--- config.mk ---
export PLATFORM = sky130hd
export DESIGN_NAME = spi_slv16
export DESIGN_NICKNAME = d
export VERILOG_FILES = /design/src/rtl/spi_slv16.sv
export SDC_FILE = /design/constraint.sdc
export NUM_CORES = 1
export LEC_CHECK = 0
export BUFFER_PORTS_ARGS = -buffer_cell sky130_fd_sc_hd__buf_2
export CORE_UTILIZATION = 50
export CTS_CLUSTER_DIAMETER = 30
export CTS_CLUSTER_SIZE = 24
export DETAILED_ROUTE_END_ITERATION = 10
export GPL_TIMING_DRIVEN = 1
export PLACE_DENSITY_LB_ADDON = 0.3
export SLEW_MARGIN = 15
export SYNTH_ARGS = -nofsm -noshare
export SYNTH_HDL_FRONTEND = slang
export SYNTH_SLANG_ARGS = --single-unit
--- constraint.sdc ---
create_clock -name clk -period 1.55 [get_ports clk]
set_input_delay 0.0775 -clock clk [delete_from_list [all_inputs] [get_ports clk]]
set_output_delay 0.0775 -clock clk [all_outputs]
set_load 0.02 [all_outputs]
--- src/rtl/spi_slv16.sv ---
// rtl/spi_slv16.sv - SPI mode-0 16-bit slave; define SPI_SLV_FRAME_ERR_EN to enable frame_err
module spi_slv16 (
    input  logic        clk,
    input  logic        rst_n,
    input  logic        SS_n,
    input  logic        SCLK,
    input  logic        MOSI,
    output logic        MISO,
    input  logic [15:0] tx_data,
    output logic [15:0] rx_data,
    output logic        rdy,
    output logic        frame_err
);

    typedef enum logic {
        IDLE  = 1'b0,
        SHIFT = 1'b1
    } state_t;

    // Synchronizer chains: bit 0 is the pin-side flop, bit 2 the edge-detect flop
    logic [2:0] ss_sync_q, ss_sync_d;
    logic [2:0] sclk_sync_q, sclk_sync_d;
    logic [1:0] mosi_sync_q, mosi_sync_d;

    // Counts the first two clocks after reset so the armed flag only sees
    // synchronizer contents that actually came from the SS_n pin
    logic [1:0] warm_q, warm_d;
    logic       armed_q, armed_d;

    state_t      state_q, state_d;
    logic [15:0] tx_shreg_q, tx_shreg_d;
    logic [15:0] rx_shreg_q, rx_shreg_d;
    logic [4:0]  bit_cnt_q, bit_cnt_d;
    logic [15:0] rx_data_q, rx_data_d;
    logic        rdy_q, rdy_d;

    logic ss_rise;
    logic ss_fall;
    logic sclk_rise;
    logic sclk_fall;
    logic mosi_s;

    // Synchronizer shift and edge detection on the second/third flop pair
    always_comb begin
        ss_sync_d   = {ss_sync_q[1:0], SS_n};
        sclk_sync_d = {sclk_sync_q[1:0], SCLK};
        mosi_sync_d = {mosi_sync_q[0], MOSI};
        ss_rise     = ss_sync_q[1] & ~ss_sync_q[2];
        ss_fall     = ~ss_sync_q[1] & ss_sync_q[2];
        sclk_rise   = sclk_sync_q[1] & ~sclk_sync_q[2];
        sclk_fall   = ~sclk_sync_q[1] & sclk_sync_q[2];
        mosi_s      = mosi_sync_q[1];
    end

    // Arming: a frame may start only after SS_n has been seen high since reset
    always_comb begin
        warm_d  = (warm_q == 2'd2) ? warm_q : warm_q + 2'd1;
        armed_d = armed_q | ((warm_q == 2'd2) & ss_sync_q[1]);
    end

    // FSM next-state and datapath; SS_n rise takes priority over any SCLK edge
    always_comb begin
        state_d    = state_q;
        tx_shreg_d = tx_shreg_q;
        rx_shreg_d = rx_shreg_q;
        bit_cnt_d  = bit_cnt_q;
        rx_data_d  = rx_data_q;
        rdy_d      = 1'b0;
        case (state_q)
            IDLE: begin
                if (ss_fall && armed_q) begin
                    state_d    = SHIFT;
                    tx_shreg_d = tx_data;
                    bit_cnt_d  = 5'd0;
                end
            end
            SHIFT: begin
                if (ss_rise) begin
                    state_d = IDLE;
                    if (bit_cnt_q == 5'd16) begin
                        rx_data_d = rx_shreg_q;
                        rdy_d     = 1'b1;
                    end
                end else if (sclk_rise) begin
                    rx_shreg_d = {rx_shreg_q[14:0], mosi_s};
                    if (bit_cnt_q != 5'd31) begin
                        bit_cnt_d = bit_cnt_q + 5'd1;
                    end
                end else if (sclk_fall) begin
                    tx_shreg_d = {tx_shreg_q[14:0], 1'b0};
                end
            end
            default: begin
                state_d = IDLE;
            end
        endcase
    end

    // State and datapath registers
    always_ff @(posedge clk) begin
        if (!rst_n) begin
            ss_sync_q   <= 3'b111;
            sclk_sync_q <= 3'b000;
            mosi_sync_q <= 2'b00;
            warm_q      <= 2'd0;
            armed_q     <= 1'b0;
            state_q     <= IDLE;
            tx_shreg_q  <= 16'h0000;
            rx_shreg_q  <= 16'h0000;
            bit_cnt_q   <= 5'd0;
            rx_data_q   <= 16'h0000;
            rdy_q       <= 1'b0;
        end else begin
            ss_sync_q   <= ss_sync_d;
            sclk_sync_q <= sclk_sync_d;
            mosi_sync_q <= mosi_sync_d;
            warm_q      <= warm_d;
            armed_q     <= armed_d;
            state_q     <= state_d;
            tx_shreg_q  <= tx_shreg_d;
            rx_shreg_q  <= rx_shreg_d;
            bit_cnt_q   <= bit_cnt_d;
            rx_data_q   <= rx_data_d;
            rdy_q       <= rdy_d;
        end
    end

    assign MISO    = (state_q == SHIFT) ? tx_shreg_q[15] : 1'b0;
    assign rx_data = rx_data_q;
    assign rdy     = rdy_q;

`ifdef SPI_SLV_FRAME_ERR_EN
    logic frame_err_q, frame_err_d;

    // Frame ends with a bit count other than 16: flag it in the slot rdy would use
    always_comb begin
        frame_err_d = (state_q == SHIFT) && ss_rise && (bit_cnt_q != 5'd16);
    end

    // Error pulse register
    always_ff @(posedge clk) begin
        if (!rst_n) begin
            frame_err_q <= 1'b0;
        end else begin
            frame_err_q <= frame_err_d;
        end
    end

    assign frame_err = frame_err_q;
`else
    assign frame_err = 1'b0;
`endif

endmodule
After elaboration in Yosys (flattened, before gate mapping)
Cells that the tools add are included.
Widths: inputs -> output; s select.

storage, ports and cells
  bits in registers = 66
  logic and storage cells = 55

cells by class
  $add $sub $neg = 2
  equality and inequality tests = 9
  multiplexer cells = 15
  bitwise operators = 12
  reduce and logical (&&, ||, !) cells = 6

operators by type and width
  operator             number
  $mux 16              4
  $pmux 16 s2          1
  $mux 5               4
  $pmux 5 s2           1
  $reduce_and 3->1     3
  $reduce_and 4->1     2
  $ne 2x1->1 const B   3
  $ne 2x2->1 const B   3
  $not 1->1            6
  $add 5x1->5 const B  1
  $and 1x1->1          5
  $eq 5x5->1 const B   1
  $ne 5x5->1 const B   1
  $mux 1               4
  $add 2x1->2 const B  1
  $eq 2x2->1 const B   1
  $pmux 1 s2           1
  $logic_and 1x1->1    1
  $or 1x1->1           1

Logic depth before layout (Yosys ltp)
Gate-level depths: netlist of run 1.

  word-level depth = 6
  depth in mapped cells = 7
  mapped depth without buffers = 5

Least setup slack after synthesis of run 1
Ideal clock, no wire load.

  path kind = register -> register
  start = reg bit_cnt_q[0]
  end = reg bit_cnt_q[3]
  setup time = 75 ps
  arrival = 1533 ps
  data required time = 1475 ps
  slack = -58 ps
  cell stages (with the launch flop) = 6
  path buffers = 0
  period minus slack after synthesis = 1608 ps
  cells stage by stage = dfxtp_1 > ha_1 > and3_1 > ha_1 > or4_1 > a31oi_1

between the ends
  longest elaborated chain between the ends = 5
  elaborated cells between the ends (all ways) = 8

RTL lines
  item                    line  source
  start, declared         33    logic [4:0] bit_cnt_q, bit_cnt_d;
  start signal, assigned  122   bit_cnt_q <= bit_cnt_d;
  $add 5x1->5             87    bit_cnt_d = bit_cnt_q + 5'd1;
  $mux 5                  86    if (bit_cnt_q != 5'd31) begin
  $mux 5                  84    end else if (sclk_rise) begin
  $mux 5                  78    if (ss_rise) begin
  $pmux 5 s2              69    case (state_q)

Several ways; a longest one is shown, not always the timed one. The select of a mux whose other input is x is not followed.
A chain may end at the register's enable or synchronous reset.

Final worst setup path of run 1
  start = reg ss_sync_q[1]
  end = reg tx_shreg_q[1]

between the ends
  longest elaborated chain between the ends = 5
  elaborated cells between the ends (all ways) = 7

RTL lines
  item                                 line  source
  start, declared                      21    logic [2:0] ss_sync_q, ss_sync_d;
  start signal, assigned               114   ss_sync_q <= ss_sync_d;
  $not 1->1                            49    ss_fall = ~ss_sync_q[1] & ss_sync_q[2];
  $and 1x1->1                          49
  $logic_and 1x1->1                    71    if (ss_fall && armed_q) begin
  $ne 2x2->1 (no source line)          --
  $reduce_and 4->1 (no source line) *  --
  end signal, assigned                 120   tx_shreg_q <= tx_shreg_d;
  end, declared                        31    logic [15:0] tx_shreg_q, tx_shreg_d;

Every way passes the cells marked *; elsewhere a longest branch is shown, timed or not.

==> results of run 1 <==
-- layout by cell type, fill, tap and decap left out, types with 2 or more instances in the layout --
cell           count
dfxtp_1           62
nor2_1            38
buf_2             38
nand2_1           37
mux2i_1           33
a21oi_1           19
a211oi_2          13
buf_4             12
clkbuf_8          10
and2_1             6
nand2b_1           5
inv_1              4
nand3_1            4
nand4_1            3
o21ai_0            3
dfxtp_2            3
dlygate4sd3_1      3
inv_2              2
or4_1              2
a211oi_1           2
ha_1               2
ha_4               2
clkinv_4           2
bufinv_16          2
clkbuf_16          2
buf_12             2
-- synthesized netlist by cell type (2+ instances only) --
cell | count | area [um2]
buf_2 | 3 | 15.0
a21oi_1 | 19 | 95.1
nor2_1 | 38 | 143
and2_1 | 6 | 37.5
or4_1 | 2 | 15.0
nand4_1 | 3 | 18.8
mux2i_1 | 33 | 330
dfxtp_1 | 66 | 1320
o21ai_0 | 3 | 15.0
inv_1 | 4 | 15.0
clkbuf_1 | 8 | 30.0
inv_2 | 2 | 7.51
nand2_1 | 37 | 139
a211oi_1 | 2 | 15.0
nand3_1 | 4 | 20.0
ha_1 | 4 | 50.1
a211oi_2 | 13 | 163
nand2b_1 | 5 | 31.3
buf_4 | 5 | 37.5
-- registers in the layout, summed over array words and instances, names as in the netlist --
name	flops
armed_q	1
bit_cnt_q	5
mosi_sync_q	2
rdy	1
rx_data	16
rx_shreg_q	16
sclk_sync_q	3
ss_sync_q	3
state_q	1
tx_shreg_q	16
warm_q	2
-- power by group through the flow --
| stage | clock network [mW] | registers [mW] | logic, mW |
|---|---|---|---|
| CTS | 1.66 | 1.79 | 0.273 |
| global route | 1.73 | 1.80 | 0.332 |
| global placement | 0 | 1.83 | 0.260 |
| detailed placement | 0 | 1.83 | 0.268 |
| floorplan | 0 | 1.82 | 0.213 |
| finish | 1.62 | 1.79 | 0.283 |
-- stage by stage --
step / std cells / util (%)
after floorplan: 273 / -
after global placement: 374 / 57.5
after CTS: 394 / 63.2
after global routing: 398 / 64.7
final: 398 / 64.7
after detailed placement: 374 / 57.5
-- kinds of logic (layout without fill, tap and decap cells) --
kind of cell / Yosys count / in the layout / share of synthesized area (%)
mux: 33 / 33 / 12.5
fa+ha+maj: 4 / 4 / 1.89
other cells: 1 / 1 / 0.142
compound gates: 42 / 42 / 13.1
buf+inv: 25 / 80 / 4.74
flops: 66 / 66 / 50.0
simple gates: 101 / 101 / 17.2
xor+xnor: 1 / 1 / 0.332
-- timing repair --
action	in CTS	in global routing
hold endpoints to repair	3	0
hold buffers	3	0
cloned	0	2
setup endpoints to repair	1	26
gates resized for setup	4	4
pin swaps	1	4
buffers inserted	1	2
-- worst min path at each step --
stage                     cells past startpoint             to  slack (ps)
after floorplan                               1   ss_sync_q[0]         180
after global placement                        2   ss_sync_q[0]         270
after detailed placement                      2   ss_sync_q[0]         270
after CTS                                     3  tx_shreg_q[0]          10
after global routing                          3  tx_shreg_q[0]          20
final                                         3  tx_shreg_q[0]          20
-- worst max-delay path, delay by kind of cell (launching register included) --
kind / cells / cell delay, ps
flops: 1 / 370
buf+inv: 2 / 360
simple gates: 2 / 230
compound gates: 2 / 510
-- cell type report --
| class | instances | area share, % |
|---|---|---|
| sequential | 66 | 40.2 |
| inverter | 6 | 0.682 |
| clock inverter | 6 | 2.73 |
| clock buffer | 10 | 4.17 |
| timing repair buffer | 58 | 12.5 |
| multi-input combinational | 182 | 37.1 |
| tap | 70 | 2.65 |
-- metal layers --
layer | part of all wire [%] | wire [um] | GRT usage (%) | vias up
li1 | - | - | - | 1035
met1 | 47 | 2330 | 21.1 | 933
met2 | 48 | 2410 | 31.2 | 35
met3 | 2.5 | 127 | 4.02 | 12
met4 | 2.5 | 123 | 12.6 | 0
met5 | 0 | 0 | 0 | -
==> impl_results.md, run 1 <==
- Status: complete, no violations
- Multi-input logic area: about 1200 um2
- Die Wd: 74.7 um
- Max-cap violations: 0
- CP endpoint kind: flop
- Via density: between 5 and 6
- Clock power frac: roughly 44%
- WS Path Type: flop to flop
- Dpl hpwl: 2940 um
- Worst R2R Setup Slack: 0.4 ps
- Syn Inst Count: about 270
- Placer Congestion: 0.754
- H-tree levels: 3
- Switching portion of total power: about 23%
- Die Y: roughly 75 um
- Max Freq: about 0.65 GHz
- Worst path slowest cell: dfxtp_4
- Final setup violation count: 0
- Vias in the first global route: around 1.8k
- DP Area: ~3000 um2
- Antenna Violating Nets Remaining: 0
- Pwr/cell area: around 1100 nW/um2
- Total CTS buffers: 9
- Max-slew violation count: 0
- Final Instance Area: 3300 um2
- Fill count: 442
- Worst hold path startpoint: tx_data[0]
- CP Cell Sequence: nor2b_2 -> o41ai_4 -> buf_4 -> clkbuf_16 -> nor2_1 -> a211oi_2
- Worst vdd ir: slightly below 0.0009 V
- # DRC: 0
- Largest net degree at the start of global routing: 38
- Wirelength, routed: about 5000 um
- Initial antenna violation count: 0
- PortBufs: 38
- CTS tree: done
- Crit. Startpoint: ss_sync_q[1]
- Arr. time, crit path: between 1500 and 2000 ps
- Worst r2r path cells: 6
- Synth Flop Type: dfxtp_1
- Syn-to-layout area delta: 25.1%
- Post-synth EDFFs: 0
- Leak: approximately 1.4 nW
- Final Cycle Share: 100%
- Core ar.: approximately 5100 um2
- Worst setup margin: slightly below 0.4 ps
- Yosys warns: 0
- Asr flop ratio synth: 0%
- Critical Path Start Type: flop
- Net Count, Synth: 298
- Vias post-DR: just over 2k
- Share of layout cells above drive strength 1: 29.0%
- Hold WC Path Type: input port to flop
- Clock Sinks: 66
- Worst skew pair latency: between 300 and 400 ps
- Reg-to-reg startpoint: ss_sync_q[1]
- Internal: ~2.8 mW
- # rows: 26
- Final hold violation count: 0
- I/O pin cnt: 40
- Initial Util: 51.7%
- Clk root buf: clkbuf_8
- Gr usage total: a little under a fifth
- Seq/Total Area, Yosys: 50.0%
- Crit path to: tx_shreg_q[1]
- Total gr overflow: 0
- Register area: 1330 um2
- Mapped Area: around 2600 um2
- Clock slew at reported path FFs: approximately 70 ps
- Hold Slack: roughly 16 ps
- Flops & latches, synth: 66
- Clock buffer depth: 2
- Layout Nets: ~350
- First-pass iteration count of the detailed router: 4
- Post-Route Skew: roughly 9.0 ps
- DRT iter0 DRCs: around 90
- Max stage delay on crit path: 370 ps
- RR Endpoint: tx_shreg_q[1]
- Syn avg cell area: just under 10 um2
- Seq pwr share: between 40% and 50%
- Die ar.: 5580 um2
- Post-synth cell types: 35
- Tmin final: roughly 1500 ps
- Setup TNS: 0 ps
- DP Worst Slack: -39.1 ps
- Combinational Power Share: between 7 and 8%
- First-pass GRT wire length: about 7600 um
- RSZ-0062 raised after global routing: yes
- WP data required: 1810 ps
- Crit Path Max Fanout: 8
- N_diodes: 0
- Pwr Total: around 3.7 mW
- Wire per inst: ~13 um
- P_sw: about 850 uW
No activity file was read; power rests on OpenSTA's default activity.
==> inputs of run 2 (changes only) <==
--- a/config.mk
+++ b/config.mk
@@ -6,7 +6,9 @@
 export NUM_CORES = 1
 export LEC_CHECK = 0
 export BUFFER_PORTS_ARGS = -buffer_cell sky130_fd_sc_hd__buf_2
-export CORE_UTILIZATION = 50
+export CELL_PAD_IN_SITES_DETAIL_PLACEMENT = 0
+export CELL_PAD_IN_SITES_GLOBAL_PLACEMENT = 2
+export CORE_UTILIZATION = 31
 export CTS_CLUSTER_DIAMETER = 30
 export CTS_CLUSTER_SIZE = 24
 export DETAILED_ROUTE_END_ITERATION = 10
==> run 2 against run 1 <==
Die area up 59%; setup slack better by 52 ps; largest power group unchanged; non-clock buffer count up 6; combinational power about the same; sequential share of layout area down 0.81 points; clock skew down 2.1 ps; final area up 2.0%.
==> impl_results.md, run 2 (synthesized netlist as in run 1, its figures left out) <==
- Max-cap violations: 0
- Reg-to-reg startpoint: bit_cnt_q[1]
- Die Wd: approximately 94 um
- Final setup violation count: 0
- Pwr Total: around 3.7 mW
- CTS tree: done
- Via density: 4.49
- Syn-to-layout area delta: 27.6%
- Wire per inst: between 10 and 15 um
- # DRC: 0
- WHS Path Cells: 3
- Post-Route Skew: roughly 7.0 ps
- Arr. time, crit path: around 1800 ps
- Largest net degree at the start of global routing: 33
- Wirelength, routed: 4870 um
- Total gr overflow: 0
- Most common cell after layout, fill and taps aside: dfxtp_1
- Fill count: about 840
- Clock slew at reported path FFs: ~70 ps
- Core ar.: 8220 um2
- Die Y: 94.3 um
- Setup TNS: 0 ps
- Antenna Violating Nets Remaining: 0
- Critical Path Start Type: flop
- # rows: 33
- Crit. Startpoint: bit_cnt_q[1]
- Total CTS buffers: 9
- Share of layout cells above drive strength 1: a little under a third
- Gr usage total: between 10% and 20%
- Initial antenna violation count: 0
- I/O pin cnt: 40
- H-tree levels: 3
- Worst vdd ir: 0.000562 V
- Worst Hold End: tx_shreg_q[5]
- Die ar.: slightly below 9000 um2
- Core Util, Final: between 40% and 50%
- Initial Util: roughly a third
- Commonest non-fill, non-tap cells in the layout: dfxtp_1, nor2_1, buf_2
- Clock Sinks: 66
- PortBufs: 38
- RR Endpoint: bit_cnt_q[0]
- Layout Nets: approximately 350
- Hold Slack: between 70 and 80 ps
- Crit Path Max Fanout: 5
- Final Cycle Share: 96.6%
- Max Freq: approximately 0.67 GHz
- Vias post-DR: 1,970
- Worst skew pair latency: 340 ps
- Layout Cells excl Fill: approximately 440
- Clock buffer depth: 2
- First-pass GRT wire length: between 8000 and 9000 um
- Clk root buf: clkbuf_8
- N_diodes: 0
- CP endpoint kind: flop
- Worst R2R Setup Slack: 50 ps
- Tmin final: ~1500 ps
- First-pass iteration count of the detailed router: 4
- Dpl hpwl: roughly 3200 um
- Hold WC Path Type: input port to flop
- Final hold violation count: 0
- Placed cells: between 400 and 500
- Leak: between 1 and 1.5 nW
- Pwr/cell area: 1090 nW/um2
- WP data required: approximately 1800 ps
- Vias in the first global route: approximately 1.8k
- Worst r2r path cells: 5
- DRT iter0 DRCs: between 40 and 50
- Status: complete, no violations
- Worst hold path startpoint: tx_data[5]
- Placer Congestion: 0.744
- WS Path Type: flop to flop
- Max-slew violation count: 0
-- run 2: cell type report --
class | count | area, um2 | share of cell area (%)
tap | 105 | 131 | 3.90
clock buffer | 10 | 138 | 4.08
clock inverter | 6 | 90.1 | 2.67
sequential | 66 | 1330 | 39.4
timing repair buffer | 64 | 433 | 12.8
multi-input combinational | 182 | 1230 | 36.4
inverter | 6 | 22.5 | 0.668
-- run 2: critical path, stage by stage, from the launching register on --
cell and delay (ps):
dfxtp_2 320, ha_2 180, and3_4 180, ha_4 160, or4_1 490, o31ai_2 80
-- run 2: where the power goes --
group / total [mW] / switching, mW / internal, mW
sequential: 1.79 / 0.0338 / 1.75
combinational: 0.282 / 0.149 / 0.132
clock: 1.62 / 0.670 / 0.951
-- run 2: layer usage --
metal / wire (um) / vias to the layer above / track usage (%)
met3: 188 / 10 / 4.37
li1: - / 1041 / -
met1: 2380 / 890 / 14.5
met2: 2200 / 29 / 18.5
met4: 103 / 0 / 7.31
met5: 0 / - / 0
-- run 2: worst max-delay path by stage --
stage	to	slack, ps	cells past startpoint
2_1_floorplan	bit_cnt_q[3]	0.3	5
3_3_place_gp	bit_cnt_q[3]	-2	5
3_5_place_dp	bit_cnt_q[3]	-30	5
4_1_cts	bit_cnt_q[3]	3	5
5_1_grt	bit_cnt_q[0]	-2	5
6_report	bit_cnt_q[0]	50	5
-- run 2: repair_timing --
| action | in CTS | in global routing |
|---|---|---|
| endpoints found under the hold margin | 4 | 0 |
| hold buffers | 4 | 0 |
| pin swaps | 1 | 3 |
| setup buffers | 1 | 4 |
| endpoints found under the setup margin | 1 | 18 |
| resized for setup | 2 | 7 |
-- run 2: stage by stage --
step                worst slack [ps]  instance area, um2
finish                          52.7                3370
global route                   -2.45                3370
CTS                             2.70                3320
detailed placement             -30.8                3030
global placement               -2.29                3030
floorplan                      0.287                2650
